## src/rtl/lcd_bus_decoder.sv

```systemverilog
// Display-side receiver for the 4-bit HD44780 LCD bus. It rebuilds command and data
// bytes, follows the DDRAM address, and flags short strobes and missing low nibbles.
module lcd_bus_decoder #(
  parameter int unsigned MIN_E_HIGH  = 4,
  parameter int unsigned NIB_TIMEOUT = 65535
) (
  input  logic       CCLK,
  input  logic       rst,
  input  logic       LCDE,
  input  logic       LCDRS,
  input  logic       LCDRW,
  input  logic [3:0] LCDDAT,
  output logic       byte_valid,
  output logic [7:0] byte_out,
  output logic       byte_rs,
  output logic       mode4,
  output logic [6:0] ddram_addr,
  output logic       read_seen,
  output logic       err_width,
  output logic       err_timeout
);

  localparam int unsigned WW = $clog2(MIN_E_HIGH + 1);
  localparam int unsigned TW = $clog2(NIB_TIMEOUT + 1);

  typedef enum logic [1:0] {MODE8, M4_HI, M4_LO} state_t;

  state_t          state;
  logic            e_s1, e_s2, e_s3;
  logic            rs_s1, rs_s2, rw_s1, rw_s2;
  logic [3:0]      dat_s1, dat_s2;
  logic [WW-1:0]   wcnt;
  logic [TW-1:0]   tcnt;
  logic [3:0]      hi;
  logic            pend_rs;

  logic            fall, accept, short_e, wr, rd, done, nrs;
  logic [7:0]      nbyte;
  logic [6:0]      naddr;

  always_ff @(posedge CCLK or posedge rst) begin
    if (rst) begin
      {e_s1, e_s2, e_s3}     <= '0;
      {rs_s1, rs_s2}         <= '0;
      {rw_s1, rw_s2}         <= '0;
      {dat_s1, dat_s2}       <= '0;
      wcnt                   <= '0;
    end else begin
      e_s1   <= LCDE;   e_s2   <= e_s1;  e_s3 <= e_s2;
      rs_s1  <= LCDRS;  rs_s2  <= rs_s1;
      rw_s1  <= LCDRW;  rw_s2  <= rw_s1;
      dat_s1 <= LCDDAT; dat_s2 <= dat_s1;
      if (!e_s2)
        wcnt <= '0;
      else if (wcnt != WW'(MIN_E_HIGH))
        wcnt <= wcnt + 1'b1;
    end
  end

  always_comb begin
    fall    = e_s3 & ~e_s2;
    accept  = fall && (wcnt >= WW'(MIN_E_HIGH));
    short_e = fall && !accept;
    wr      = accept & ~rw_s2;
    rd      = accept & rw_s2;
    done    = wr && (state == MODE8 || state == M4_LO);
    nbyte   = (state == MODE8) ? {dat_s2, 4'h0} : {hi, dat_s2};
    nrs     = (state == MODE8) ? rs_s2 : pend_rs;
    naddr   = ddram_addr;
    if (nrs)
      naddr = ddram_addr + 7'd1;
    else if (nbyte[7])
      naddr = nbyte[6:0];
    else if (nbyte == 8'h01 || nbyte == 8'h02 || nbyte == 8'h03)
      naddr = '0;
  end

  always_ff @(posedge CCLK or posedge rst) begin
    if (rst) begin
      state       <= MODE8;
      mode4       <= 1'b0;
      byte_valid  <= 1'b0;
      byte_out    <= '0;
      byte_rs     <= 1'b0;
      ddram_addr  <= '0;
      read_seen   <= 1'b0;
      err_width   <= 1'b0;
      err_timeout <= 1'b0;
      tcnt        <= '0;
      hi          <= '0;
      pend_rs     <= 1'b0;
    end else begin
      byte_valid <= done;
      read_seen  <= rd;
      if (short_e)
        err_width <= 1'b1;
      if (done) begin
        byte_out   <= nbyte;
        byte_rs    <= nrs;
        ddram_addr <= naddr;
      end
      case (state)
        MODE8: begin
          if (wr && !rs_s2 && nbyte == 8'h20) begin
            state <= M4_HI;
            mode4 <= 1'b1;
          end
        end
        M4_HI: begin
          if (wr) begin
            hi      <= dat_s2;
            pend_rs <= rs_s2;
            tcnt    <= '0;
            state   <= M4_LO;
          end
        end
        M4_LO: begin
          // A strobe landing on the timeout cycle still completes the byte.
          if (wr) begin
            if (!pend_rs && hi == 4'h3) begin
              state <= MODE8;
              mode4 <= 1'b0;
            end else begin
              state <= M4_HI;
            end
          end else begin
            tcnt <= tcnt + 1'b1;
            if (tcnt == TW'(NIB_TIMEOUT - 1)) begin
              err_timeout <= 1'b1;
              state       <= M4_HI;
            end
          end
        end
        default: begin
          state <= MODE8;
          mode4 <= 1'b0;
        end
      endcase
    end
  end

endmodule

```

## config.mk

```make
export PLATFORM = sky130hd
export DESIGN_NAME = lcd_bus_decoder
export DESIGN_NICKNAME = d
export VERILOG_FILES = /design/src/rtl/lcd_bus_decoder.sv
export SDC_FILE = /design/constraint.sdc
export NUM_CORES = 1
export LEC_CHECK = 0
export CORE_ASPECT_RATIO = 1.25
export CORE_MARGIN = 3
export CORE_UTILIZATION = 40
export DETAILED_ROUTE_END_ITERATION = 6
export PLACE_DENSITY_LB_ADDON = 0.15
export SLEW_MARGIN = 20
export SYNTH_ARGS = -nofsm -noshare
export SYNTH_HDL_FRONTEND = slang
export SYNTH_SLANG_ARGS = --single-unit
```

## constraint.sdc

```tcl
create_clock -name CCLK -period 3.05 [get_ports CCLK]
set_input_delay 0.4575 -clock CCLK [delete_from_list [all_inputs] [get_ports CCLK]]
set_output_delay 0.4575 -clock CCLK [all_outputs]
set_load 0.02 [all_outputs]
```

# Word-level counts from Yosys, hierarchy flattened
# Cells that the tools add are included.
dict set report totals {
  regBits 62
  in_bits 9
  out_inout_bits 21
}
dict set report classes {
  n_addsub 3
  magnitude_cmp 1
  n_eq_ne 16
  n_mux 20
  bitwise 7
  reduce_logical 21
}
# op count
set ops {}
lappend ops {{$mux 16} 2}
lappend ops {{$pmux 16 s2} 1}
lappend ops {{$mux 7} 3}
lappend ops {{$add 16x1->16 const B} 1}
lappend ops {{$eq 16x16->1 const B} 1}
lappend ops {{$eq 8x2->1 const B} 2}
lappend ops {{$reduce_and 3->1} 3}
lappend ops {{$eq 8x1->1 const B} 1}
lappend ops {{$eq 8x6->1 const B} 1}
lappend ops {{$mux 2} 4}
lappend ops {{$mux 8} 1}
lappend ops {{$add 7x1->7 const B} 1}
lappend ops {{$logic_and 1x1->1} 6}
lappend ops {{$mux 3} 2}
lappend ops {{$ne 2x1->1 const B} 3}
lappend ops {{$ne 2x2->1 const B} 3}
lappend ops {{$pmux 2 s3} 1}
lappend ops {{$mux 1} 5}
lappend ops {{$eq 4x2->1 const B} 1}
lappend ops {{$not 1->1} 4}
lappend ops {{$reduce_and 2->1} 2}
lappend ops {{$reduce_and 4->1} 1}
lappend ops {{$add 3x1->3 const B} 1}
lappend ops {{$and 1x1->1} 3}
lappend ops {{11 further kinds} 15}

# Depth between registers and ports, before layout
# Gate-level depths: netlist of the first run.
dict set report logic_depth {
  word_depth 8
  mapped_depth 6
}

# Least setup slack after synthesis of the first run
# No wires, ideal clock.
dict set report synth_timing {
  kind {reg2reg}
  start {reg e_s2}
  end {reg ddram_addr[3]}
  arrival_ns 1.494
  slack_ns 1.424
  path_stages_with_launch 7
  synth_period_minus_slack_ns 1.626
  path_cell_list {dfrtp_1 > nand4bb_1 > buf_6 > a2111oi_4 > or2_1 > buf_4 > a32oi_1}
}
dict set report synth_between {
  elab_chain_cells 6
}
# element line_no
set synth_rtl {}
lappend synth_rtl {{start, declared} 29} ;# logic e_s1, e_s2, e_s3;
lappend synth_rtl {{start signal, assigned} 43} ;# {e_s1, e_s2, e_s3} <= '0;
lappend synth_rtl {{start signal, assigned} 49} ;# e_s1 <= LCDE; e_s2 <= e_s1; e_s3 <= e_s2;
lappend synth_rtl {{$not 1->1} 61} ;# fall = e_s3 & ~e_s2;
lappend synth_rtl {{$and 1x1->1} 61}
lappend synth_rtl {{$logic_and 1x1->1} 62} ;# accept = fall && (wcnt >= WW'(MIN_E_HIGH));
lappend synth_rtl {{$and 1x1->1} 64} ;# wr = accept & ~rw_s2;
lappend synth_rtl {{$logic_and 1x1->1} 66} ;# done = wr && (state == MODE8 || state == M4_LO);
lappend synth_rtl {{$reduce_and 2->1 (no source line)} -}
lappend synth_rtl {{end signal, assigned} 100} ;# ddram_addr <= naddr;
lappend synth_rtl {{end, declared} 17} ;# output logic [6:0] ddram_addr,
# No other way between the ends.
# A chain may end at the register's enable or synchronous reset.

# Worst setup path after layout of the first run
# Ends and elaborated chain as after synthesis.

==> impl_results.md, run 1 <==
* Worst IR Drop VDD at between 0.0003 and 0.0004 V
* Post-Synthesis Cells at between 200 and 300
* GR peak layer: met2
* Dpl cells at 397
* #FFs+latches synth at between 60 and 70
* Clock Path Buffers at 2
* Commonest cells after routing, fill and taps aside: 62 x dfrtp_1, 49 x nand2_1, 29 x clkdlybuf4s50_1, 18 x o21ai_0, 15 x inv_1
* First-pass GRT wire length at 10,600 µm
* CP startpoint kind: flip-flop
* Post-CTS sizing at 0
* IO Pins at 30
* Initial Util at 0.416
* Vias in the first global route at 2,164
* Wirelength per Cell at 14.7 µm
* Antenna diodes at 0
* CP arrival at between 2 and 2.5 ns
* Final setup viols at 0
* Syn_nets at about 310
* DRC at 0
* Final Hold Slack at roughly 0.34 ns
* TritonCTS clock tree: built
* Buffers on Ports at 29
* Leakage at 1.50 nW
* GRT met2 Usage at 0.258
* Finished Layout Cells at 413
* GR Layer Usage met3 at 0.0409
* Antenna violations before repair at 0
* Root Buffer: clkbuf_8
* Total clock sinks at 62
* Worst path top cell family by delay: simple AND/OR/NAND/NOR gates
* Post-CTS setup buffers at 0
* Gr usage total at 0.166
* Post-synth EDFFs at 0
* Tightest Hold Check Type: reg2reg
* Row cnt at 34
* Buf/Inv on CP at 0
* Achievable Freq at 0.458 GHz
* Register area share after synthesis at 0.532
* Worst slew margin at 0.601
* Synthesized area at about 0.0029 mm²
* Final hold vios at 0
* Hpwl dp at roughly 4200 µm
* Period utilization at 0.715
* Clock Skew at roughly 0.013 ns
* Critical Path End Type: flip-flop
* Grt met1 use at 0.216
* RSZ-0062 raised after global routing: no
* Share of cells above drive strength 1 at 0.0867
* Crit path kind: reg2reg
* Via density at between 5 and 6
* Minimum clock period at ~2.2 ns
* Final wirelength at 6050 µm
* Post-Route Utilization at 0.496
* Critical path cell sequence: nand4bb_1, a2111oi_4, or2_1, a32oi_1
* Worst skew pair latency at about 0.35 ns
* P per Cell Area at ~580 mW/mm²
* Core area at 0.00702 mm²
* Via count at 2,212
* Hold buffer count at cts at 0
* Die height at between 100 and 150 µm
* Commonest non-fill, non-tap cell in the layout: dfrtp_1
* Inserted Clock Buffers at 9
* Setup tns final at 0 ns
* Yosys warning total at 0
* Largest net degree at the start of global routing at 24
* Slowest Stage Delay on Critical Path at around 0.66 ns
* Worst path slowest cell: a2111oi_4
* Layout area overhead at 19.5%
* Yosys cell types at 54
* Layout filler cell count at 647
* Drt initial violations at around 110
* H-tree Lvls at 3
* Max Cap Viol at 0
* Die W at approximately 82 µm
* Syn Area/Cell at between 10 and 15 µm²
* Outcome: finished clean
* Final nets at about 330
* Req. time, crit path at around 3.3 ns
* CP max FO at 8
* Overflow after GRT at 0
* Number of nets with antenna violations after routing at 0
* Asr flop ratio synth at 1.00
* Final Wtd Congestion at about 0.79
* Slew Viols, Final at 0
* Clock slew at reported path FFs at 0.08 ns
* Ys flop type: dfrtp_1
* DRT Pass-1 Iters at 4
* Die Area at 0.00836 mm²
* Slew of the pin with the lowest slew margin at approximately 0.6 ns
==> where the power goes <==
group	leakage [nW]	internal [W]	switching, W	total (W)
Combinational	0.572	0.000122	0.000132	0.000254
Sequential	0.816	0.000879	0.0000496	0.000929
Clock	0.115	0.000471	0.000361	0.000832
Total	1.50	0.00147	0.000543	0.00201
==> cells in the mapped netlist, types with 2 or more instances <==
master	count	area, µm²
ha_1	5	62.6
and2_1	4	25.0
dfrtp_1	62	1550
o41ai_1	3	26.3
nand3_1	6	30.0
a32oi_1	2	17.5
nor4b_1	2	17.5
clkbuf_1	7	26.3
nand2_1	49	184
o31ai_1	4	30.0
o311ai_0	4	35.0
buf_4	2	15.0
nor2_1	10	37.5
o21ai_0	18	90.1
or2_2	2	12.5
nor3_1	6	30.0
nand4_1	6	37.5
a21oi_1	10	50.1
or3_1	4	25.0
and2b_1	2	15.0
a21o_1	2	15.0
a31oi_1	5	31.3
a22oi_1	3	22.5
o21a_1	3	22.5
buf_2	5	25.0
or4_1	2	15.0
mux2i_1	5	50.1
or2_1	2	12.5
nand2b_1	4	25.0
o211ai_1	5	37.5
and3_1	5	31.3
o22ai_1	5	31.3
inv_1	16	60.1
==> cell families (layout without fill, tap and decap cells) <==
kind of cell,Yosys count,after routing,share of synthesized area
xor gates and xnor gates,2,2,0.00601
and+or+nand+nor,113,113,0.199
muxes,6,6,0.0219
AOI/OAI and AO/OA,72,72,0.173
buffers and inverters,31,63,0.0472
DFF,62,62,0.532
adders and majority gates,5,5,0.0215
==> sequential cells by signal (all words and copies together) (netlist names), 2 cells and up <==
register / count
dat_s1: 4
byte_out: 8
tcnt: 16
wcnt: 3
dat_s2: 4
ddram_addr: 7
state: 2
hi: 4
==> area by class of cell <==
| cell class | instances | area [µm²] | area share |
|---|---|---|---|
| sequential | 62 | 1550 | 0.445 |
| tap | 90 | 113 | 0.0323 |
| multi-input combinational | 198 | 1230 | 0.352 |
| clock buffer | 9 | 124 | 0.0355 |
| timing repair buffer | 31 | 305 | 0.0876 |
| inverter | 16 | 60.1 | 0.0172 |
| clock inverter | 7 | 104 | 0.0298 |
==> worst reg2reg max path: stages (launching register included) <==
cell       delay [ns]
dfrtp_1          0.43
nand4bb_1        0.50
a2111oi_4        0.66
or2_1            0.33
a32oi_1          0.14
==> path summary, 6_finish.rpt <==
check / start / end / slack [ns] / cells past startpoint
setup / recovery: e_s2 / ddram_addr[3] / 0.87 / 4
hold reg to reg: dat_s1[2] / dat_s2[2] / 0.34 / 0
min in group asynchronous: rst / byte_out[5] / 0.41 / 2
setup reg to reg: e_s2 / ddram_addr[3] / 0.87 / 4
max in group asynchronous: rst / ddram_addr[2] / 1.97 / 3
hold / removal: dat_s1[2] / dat_s2[2] / 0.34 / 0
==> layer usage <==
metal / vias up / share of wire
li1: 1097 / -
met1: 1069 / 0.46
met2: 34 / 0.48
met3: 12 / 0.030
met4: 0 / 0.024
met5: - / 0
==> metrics by stage <==
| stage | total power [W] | instance area, µm² | setup slack [ns] |
|---|---|---|---|
| floorplan | 0.00108 | 2920 | 1.05 |
| detailed placement | 0.00120 | 3260 | 0.830 |
| global placement | 0.00120 | 3260 | 0.871 |
| CTS | 0.00204 | 3480 | 0.825 |
| finish | 0.00201 | 3480 | 0.869 |
| global route | 0.00210 | 3480 | 0.644 |
(Power assumes the default switching activity.)
==> run 2: changes to the inputs <==
==> constraint.sdc (replaced) <==
create_clock -name CCLK -period 1.9 [get_ports CCLK]
set_input_delay 0.285 -clock CCLK [delete_from_list [all_inputs] [get_ports CCLK]]
set_output_delay 0.285 -clock CCLK [all_outputs]
set_load 0.02 [all_outputs]
==> run 2 against run 1 <==
Against the previous run: clock-buffer cell count grew 2; via count grew 3.2%; sequential share of layout area shrank 1.5 points; first-iteration DRC count shrank 4.5%; highest routed layer unchanged.
==> impl_results.md, run 2 (same netlist as run 1, synthesis figures left out) <==
* Leakage at 1.57 nW (was 1.50 nW)
* Clock slew at reported path FFs at 0.07 ns (was 0.08 ns)
* Req. time, crit path at 2.17 ns (was 3.26 ns)
* Clock Path Buffers at 2 (unchanged)
* Post-CTS setup buffers at 0 (unchanged)
* Worst skew pair latency at 0.34 ns (was 0.35 ns)
* Hpwl dp at 4400 µm (was 4220 µm)
* H-tree Lvls at 3 (unchanged)
* Commonest non-fill, non-tap cell in the layout: dfrtp_1 (unchanged)
* Worst slew margin at 0.713 (was 0.601)
* Drt initial violations at 106 (was 111)
* Via count at 2,282 (was 2,212)
* Core area at 0.00702 mm² (unchanged)
* Row cnt at 34 (unchanged)
* Die W at 82.4 µm (unchanged)
* RR Endpoint: tcnt[11] (was ddram_addr[3])
* Gr usage total at 0.169 (was 0.166)
* Largest register FFs at 16 (unchanged)
* Placed Area at 0.00340 mm² (was 0.00326 mm²)
* Wirelength per Cell at 14.3 µm (was 14.7 µm)
* Final nets at 348 (was 332)
* Commonest cells after routing, fill and taps aside: 62 x dfrtp_1, 49 x nand2_1, 29 x clkdlybuf4s50_1, 18 x o21ai_0, 16 x buf_4 (was 62 x dfrtp_1, 49 x nand2_1, 29 x clkdlybuf4s50_1, 18 x o21ai_0, 15 x inv_1)
* CP arrival at 2.02 ns (was 2.39 ns)
* Final hold vios at 0 (unchanged)
* Largest regs: tcnt: 16 flops, byte_out: 8 flops, ddram_addr: 7 flops (unchanged)
* Final setup viols at 0 (unchanged)
* Most flop-heavy register: tcnt (unchanged)
* Share of cells above drive strength 1 at 0.127 (was 0.0867)
* Total clock sinks at 62 (unchanged)
* Vias in the first global route at 2,277 (was 2,164)
* Tightest Hold Check Type: in2async (was reg2reg)
* Inserted Clock Buffers at 9 (unchanged)
* Max Cap Viol at 0 (unchanged)
* Antenna violations before repair at 0 (unchanged)
* Final Cell Area at 0.00360 mm² (was 0.00348 mm²)
* Buffers on Ports at 29 (unchanged)
* Minimum clock period at 1.75 ns (was 2.18 ns)
* RSZ-0062 raised after global routing: no (unchanged)
* Achievable Freq at 0.572 GHz (was 0.458 GHz)
* Layout area overhead at 23.5% (was 19.5%)
* DRC at 0 (unchanged)
* Final Hold Slack at 0.265 ns (was 0.342 ns)
* Final wirelength at 6120 µm (was 6050 µm)
* Antenna diodes at 0 (unchanged)
* Number of nets with antenna violations after routing at 0 (unchanged)
* Crit Reg-Reg Startpoint: state[0] (was e_s2)
* Post-CTS sizing at 0 (unchanged)
* IO Pins at 30 (unchanged)
* CP max FO at 12 (was 8)
* Slew Viols, Final at 0 (unchanged)
* Root Buffer: clkbuf_8 (unchanged)
* Die height at 101 µm (unchanged)
* Largest net degree at the start of global routing at 27 (was 24)
* Via density at 5.32 (was 5.36)
* Critical Path End Type: flip-flop (unchanged)
* First-pass GRT wire length at 10,600 µm (about the same)
* Slew of the pin with the lowest slew margin at 0.431 ns (was 0.598 ns)
* CP startpoint kind: flip-flop (unchanged)
* Reg2Reg Setup Slack at 0.15 ns (was 0.87 ns)
* Outcome: finished clean (unchanged)
* P per Cell Area at 856 mW/mm² (was 578 mW/mm²)
* Die Area at 0.00836 mm² (unchanged)
* Setup tns final at 0 ns (unchanged)
* DRT Pass-1 Iters at 4 (unchanged)
* Clock Skew at 0.00545 ns (was 0.0128 ns)
* Worst IR Drop VDD at 0.000485 V (was 0.000349 V)
* Crit path kind: reg2reg (unchanged)
* Overflow after GRT at 0 (unchanged)
* TritonCTS clock tree: built (unchanged)
* Initial Util at 0.416 (unchanged)
* Period utilization at 0.921 (was 0.715)
* Hold buffer count at cts at 0 (unchanged)
* R2R depth at 4 (unchanged)
* Final Wtd Congestion at 0.827 (was 0.787)
* Power, Total at 0.00308 W (was 0.00201 W)
run 2: critical path, stage by stage (launching register included):
cell     delay (ns)
dfrtp_1        0.51
and2b_1        0.36
mux2i_2        0.13
or4_1          0.52
a21oi_1        0.15
run 2: where the power goes:
group | switching [W] | internal (W)
Sequential | 0.0000758 | 0.00141
Combinational | 0.000219 | 0.000210
Clock | 0.000524 | 0.000641
run 2: metrics by stage:
stage	cells	worst slack (ns)	util
floorplan	291	0.0736	-
global placement	413	0.210	0.485
detailed placement	413	0.159	0.485
CTS	429	0.143	0.513
global route	429	0.0109	0.513
finish	429	0.151	0.513
run 2: metal layers:
layer  up-vias  global-route usage  wire [µm]
met3        14              0.0498        301
met4         0              0.0959        143
met2        64               0.266       3060
li1       1124                   -          -
met5         -                   0          0
met1      1080               0.204       2610
run 2: cell type report:
cell class / count / area, µm²
flip-flops and latches: 62 / 1550
multi-input cells: 198 / 1230
clock buffers: 11 / 141
inverters: 16 / 60.1
fillers: 646 / 3420
clock inverters: 5 / 58.8
repair buffers: 47 / 450
well taps: 90 / 113
run 2: how the worst max path moves through the flow:
stage	endpoint	cells past startpoint	startpoint	slack (ns)
6_report	tcnt[11]	4	state[0]	0.15
5_1_grt	tcnt[13]	4	state[0]	0.01
4_1_cts	tcnt[11]	5	e_s2	0.14
3_5_place_dp	tcnt[11]	5	e_s2	0.16
3_3_place_gp	ddram_addr[3]	4	state[0]	0.21
2_1_floorplan	byte_out[0]	1	rst	0.07
